--- config.mk ---
export PLATFORM = sky130hd
export DESIGN_NAME = if_prefetch
export DESIGN_NICKNAME = d
export VERILOG_FILES = /design/src/rtl/if_prefetch.sv
export SDC_FILE = /design/constraint.sdc
export NUM_CORES = 1
export LEC_CHECK = 0
export ABC_AREA = 1
export BUFFER_PORTS_ARGS = -buffer_cell sky130_fd_sc_hd__buf_2
export CORE_MARGIN = 3
export CORE_UTILIZATION = 40
export DETAILED_ROUTE_END_ITERATION = 10
export MAX_ROUTING_LAYER = met4
export PLACE_DENSITY_LB_ADDON = 0.3
export SLEW_MARGIN = 30
export SYNTH_ARGS = -nofsm -noshare
export SYNTH_HDL_FRONTEND = slang
export SYNTH_SLANG_ARGS = --single-unit
--- constraint.sdc ---
create_clock -name clock -period 2.45 [get_ports clock]
set_clock_uncertainty 0.1 [all_clocks]
set_input_delay 0.49 -clock clock [delete_from_list [all_inputs] [get_ports clock]]
set_output_delay 0.49 -clock clock [all_outputs]
set_load 0.02 [all_outputs]
--- src/rtl/if_prefetch.sv ---
// ============================================================================
// if_prefetch : instruction-fetch prefetch queue with jump/branch redirect
// Revision    : 1.0
// ============================================================================
`default_nettype none

`ifndef IFP_EXEC
`define IFP_EXEC 1'b1
`endif

module if_prefetch #(
    parameter int          PC_W     = 8,
    parameter int          IR_W     = 16,
    parameter int          DEPTH    = 2,
    parameter int          RESET_PC = 0,
    parameter logic [4:0]  OP_BZ    = 5'h10,
    parameter logic [4:0]  OP_BNZ   = 5'h11,
    parameter logic [4:0]  OP_BN    = 5'h12,
    parameter logic [4:0]  OP_BNN   = 5'h13,
    parameter logic [4:0]  OP_BC    = 5'h14,
    parameter logic [4:0]  OP_BNC   = 5'h15,
    parameter logic [4:0]  OP_JMPR  = 5'h16
) (
    input  logic                         clock,
    input  logic                         reset,
    input  logic                         state,
    output logic [PC_W-1:0]              i_addr,
    input  logic [IR_W-1:0]              i_datain,
    input  logic                         jp_en,
    input  logic [PC_W-1:0]              jp_addr,
    input  logic [IR_W-1:0]              mem_ir,
    input  logic [IR_W-1:0]              reg_C,
    input  logic                         zf,
    input  logic                         nf,
    input  logic                         cf,
    output logic                         id_valid,
    input  logic                         id_ready,
    output logic [IR_W-1:0]              id_ir,
    output logic [PC_W-1:0]              id_pc,
    output logic [$clog2(DEPTH+1)-1:0]   q_count
);

    localparam int PTR_W = $clog2(DEPTH);
    localparam int CNT_W = $clog2(DEPTH+1);

    logic [PC_W-1:0]  pc_q,    pc_d;
    logic [PTR_W-1:0] head_q,  head_d;
    logic [PTR_W-1:0] tail_q,  tail_d;
    logic [CNT_W-1:0] count_q, count_d;
    logic [IR_W-1:0]  ir_q   [DEPTH];
    logic [PC_W-1:0]  epc_q  [DEPTH];

    logic             w_exec;
    logic [4:0]       w_op;
    logic             w_br_taken;
    logic             w_redirect;
    logic [PC_W-1:0]  w_target;
    logic             w_push;
    logic             w_pop;
    logic             unused_bits;

    assign w_exec = (state == `IFP_EXEC);
    assign w_op   = mem_ir[IR_W-1 -: 5];

    always_comb begin
        w_br_taken = 1'b0;
        case (w_op)
            OP_BZ:   w_br_taken = zf;
            OP_BNZ:  w_br_taken = ~zf;
            OP_BN:   w_br_taken = nf;
            OP_BNN:  w_br_taken = ~nf;
            OP_BC:   w_br_taken = cf;
            OP_BNC:  w_br_taken = ~cf;
            OP_JMPR: w_br_taken = 1'b1;
            default: w_br_taken = 1'b0;
        endcase
    end

    // An absolute jump outranks a branch resolving in MEM the same cycle.
    assign w_redirect = w_exec & (jp_en | w_br_taken);
    assign w_target   = jp_en ? jp_addr : reg_C[PC_W-1:0];

    assign id_valid = (count_q != '0);
    assign w_pop    = w_exec & ~w_redirect & id_valid & id_ready;
    assign w_push   = w_exec & ~w_redirect & ((count_q != CNT_W'(DEPTH)) | w_pop);

    always_comb begin
        pc_d    = pc_q;
        head_d  = head_q;
        tail_d  = tail_q;
        count_d = count_q;
        if (w_redirect) begin
            pc_d    = w_target;
            head_d  = '0;
            tail_d  = '0;
            count_d = '0;
        end else begin
            if (w_push) begin
                pc_d   = pc_q + 1'b1;
                tail_d = tail_q + 1'b1;
            end
            if (w_pop) begin
                head_d = head_q + 1'b1;
            end
            case ({w_push, w_pop})
                2'b10:   count_d = count_q + 1'b1;
                2'b01:   count_d = count_q - 1'b1;
                default: count_d = count_q;
            endcase
        end
    end

    always_ff @(posedge clock or negedge reset) begin
        if (!reset) begin
            pc_q    <= PC_W'(RESET_PC);
            head_q  <= '0;
            tail_q  <= '0;
            count_q <= '0;
        end else begin
            pc_q    <= pc_d;
            head_q  <= head_d;
            tail_q  <= tail_d;
            count_q <= count_d;
        end
    end

    // Each entry keeps the fetch address alongside the word for later stages.
    always_ff @(posedge clock or negedge reset) begin
        if (!reset) begin
            for (int i = 0; i < DEPTH; i++) begin
                ir_q[i]  <= '0;
                epc_q[i] <= '0;
            end
        end else if (w_push) begin
            ir_q[tail_q]  <= i_datain;
            epc_q[tail_q] <= pc_q;
        end
    end

    assign i_addr  = pc_q;
    assign q_count = count_q;
    assign id_ir   = id_valid ? ir_q[head_q]  : '0;
    assign id_pc   = id_valid ? epc_q[head_q] : '0;

    assign unused_bits = ^{reg_C, mem_ir};

endmodule

`default_nettype wire
==> qor.csv <==
stage,metric,value,unit
grt,Global Route Usage Sum,17.6,%
finish,Syn-to-layout area delta,20.7,%
timing,Final Critical Period,2.30,ns
synth,Synth area leader,dfrtp_1,
clock_network,"CTS clk-pin slew, worst paths",0.06,ns
synth,"top cells by area, synth","dfrtp_1 (49%), nand2_1 (11%), o21ai_0 (7.1%)",
timing,final worst slack,0.151,ns
timing,tightest hold margin,0.315,ns
routing,drc violations,0,
finish,"commonest cells after routing, fill and taps aside","nand2_1 (91), buf_2 (79), dfrtp_1 (60)",
clock_network,Clock Path Buffers,2,
routing,TritonRoute pass-1 iters,5,
finish,Antenna Diode Count,0,
routing,drt total wl,7.07,mm
grt,first-pass GRT wire length,12.0,mm
clock_network,total CTS buffers,9,
synth,post-synth top area share,48.6,%
power,VDD IR-drop max,0.478,mV
synth,Synth Instances,394,
placement,# port buffers,79,
grt,vias in the first global route,2591,
critical_path,critical path required time,1.86,ns
timing,count of endpoints failing setup in the final report,0,
routing,drt via density,4.77,
critical_path,slowest CP cell,dfrtp_1,
critical_path,Worst Setup End Kind,output pin,
finish,Final nets,539,
grt,largest net degree at the start of global routing,50,
clock_network,worst skew pair latency,0.33,ns
power,leakage power,2.06,nW
routing,initial DRC count,168,
critical_path,maximum fanout along the worst path,25,
placement,GPL Wtd Cong,0.758,
routing,"antenna viol nets, final",0,
synth,Yosys reg bits,60,
synth,Unique masters post-synth,24,
placement,hpwl dp,4.80,mm
grt,initial antenna violation count,0,
synth,register area share after synthesis,48.6,%
placement,pre-CTS setup slack,0.279,ns
timing,worst-margin pin slew,0.497,ns
timing,Final Hold Fails,0,
clock_network,Root Buffer,clkbuf_8,
critical_path,critical path's largest stage delay,0.37,ns
clock_network,clock net sink count,60,
routing,vias,2747,
job,number of max-cap violations,0,
synth,mapped cell area,3090,sq um
critical_path,"Cell Chain, Critical Path",inv_1 > ha_1 > inv_2 > buf_6 > o21ai_0 > nor2_1 > buf_2,
clock_network,CTS tree,done,
critical_path,kind of critical path,reg -> out,
die,CORE AREA,7370,sq um
die,DIE WIDTH,93.9,um
die,# IOs,99,
power,Pwr Density,1150,nW/um^2
die,Die Y,93.9,um
power,Final Power,4.28,mW
clock_network,setup bufs post-CTS,0,
finish,Post-Layout Cell Count,576,
finish,ratio of cells with drive above 1 in the final layout,24.9,%
run_status,outcome,finished clean,
critical_path,worst path arrival time,1.71,ns
placement,dpl cells,559,
worst_hold_path,Min-Delay Path Class,in -> reg,
finish,"most common cell after layout, fill and taps aside",nand2_1,
routing,WL/cell,12.3,um
die,Initial Util,41.9,%
synth,Mean Syn Cell Area,7.84,sq um
timing,Max-slew headroom,66.8,%
timing,RSZ-0062 raised after global routing,false,
die,# rows,31,
clock_network,H-tree level count,3,
finish,Fill cells,731,
finish,Multi-input gate area,1320,sq um
critical_path,CP startpoint kind,register,
synth,Yosys Warn Count,0,
timing,final-report max-slew violation count,0,
timing,setup_tns,0,ns
synth,syn_nets,461,
grt,Congestion Overflow GR,0,
die,Die Area,8810,sq um
timing,fmax,435,MHz
timing,fin crit share,93.8,%
finish,sequential standard cell area,1500,sq um
==> area by class of cell <==
cell class,instances,share of cell area [%]
Tap cell,99,3.32
Clock buffer,14,4.10
Inverter,40,4.03
Multi-Input combinational cell,274,35.3
Sequential cell,60,40.3
Timing Repair Buffer,87,12.7
Clock inverter,2,0.269
==> cells by family (layout without fill, tap and decap cells) <==
group | Yosys count | count (layout) | synth area share (%)
buffers and inverters | 60 | 143 | 8.83
muxes | 3 | 3 | 0.972
and+or+nand+nor | 181 | 181 | 24.2
DFF | 60 | 60 | 48.6
adders and majority gates | 3 | 3 | 1.22
xor gates and xnor gates | 4 | 4 | 1.13
AOI/OAI and AO/OA | 83 | 83 | 15.1
==> metrics by stage <==
stage,cell area (sq um),util [%]
6_report,3730,50.6
5_1_grt,3730,50.6
4_1_cts,3720,50.5
3_5_place_dp,3550,48.2
3_3_place_gp,3550,48.2
2_1_floorplan,3090,-
==> sequential cells by signal, summed over array words and instances, names as in the netlist <==
signal	count
head_q	1
epc_q	16
q_count	2
i_addr	8
tail_q	1
ir_q	32
==> metal layers <==
metal / wire [um] / track usage [%] / up-vias
met2: 3210 / 25.8 / 96
met5: 0 / - / -
met4: 95 / 6.38 / 0
met3: 470 / 3.85 / 8
met1: 3300 / 24.0 / 1228
li1: - / - / 1415
==> cells in the mapped netlist <==
| library cell | count |
|---|---|
| o21ai_2 | 9 |
| buf_2 | 5 |
| o211ai_1 | 2 |
| buf_6 | 5 |
| dfrtp_1 | 60 |
| buf_4 | 1 |
| inv_2 | 5 |
| nand3_1 | 20 |
| nand2_4 | 2 |
| a21oi_1 | 2 |
| clkbuf_1 | 9 |
| nand2_2 | 3 |
| nor3_1 | 2 |
| nor2_4 | 1 |
| o21ai_1 | 25 |
| xor2_1 | 4 |
| o21ai_0 | 44 |
| ha_1 | 3 |
| a21oi_4 | 1 |
| nand2_1 | 91 |
| mux2i_1 | 3 |
| nand4_1 | 4 |
| inv_1 | 35 |
| nor2_1 | 58 |
==> where the power goes <==
group	switching (mW)	internal, mW	total (mW)
Sequential	0.265	1.42	1.68
Combinational	1.21	0.641	1.85
Clock	0.358	0.393	0.751
Total	1.83	2.45	4.28
==> critical path: cells and delay by family, from the launching register on <==
kind	cells	cell delay, ns
simple gates	1	0.13
fa+ha+maj	1	0.21
flops	1	0.37
compound gates	1	0.12
buf+inv	4	0.55
==> path summary, 6_finish.rpt <==
| path | end | start | slack, ns | cells past startpoint |
|---|---|---|---|---|
| max in group asynchronous | ir_q[1]$_DFFE_PN0P_ | reset | 1.19 | 3 |
| hold reg to reg | ir_q[24]$_DFFE_PN0P_ | ir_q[24]$_DFFE_PN0P_ | 0.37 | 2 |
| min in group asynchronous | ir_q[28]$_DFFE_PN0P_ | reset | 0.50 | 2 |
| setup reg to reg | ir_q[7]$_DFFE_PN0P_ | q_count[0]$_DFFE_PN0P_ | 0.24 | 11 |
| hold / removal | ir_q[19]$_DFFE_PN0P_ | i_datain[3] | 0.31 | 3 |
| setup / recovery | id_ir[7] | q_count[0]$_DFFE_PN0P_ | 0.15 | 7 |
==> timing repair <==
action / 4_1_cts / 5_1_grt
resized for setup: 0 / 1
hold endpoints to repair: 14 / 0
setup endpoints to repair: 0 / 18
hold buffers: 1 / 0
Power figures use the tool's default switching activity.
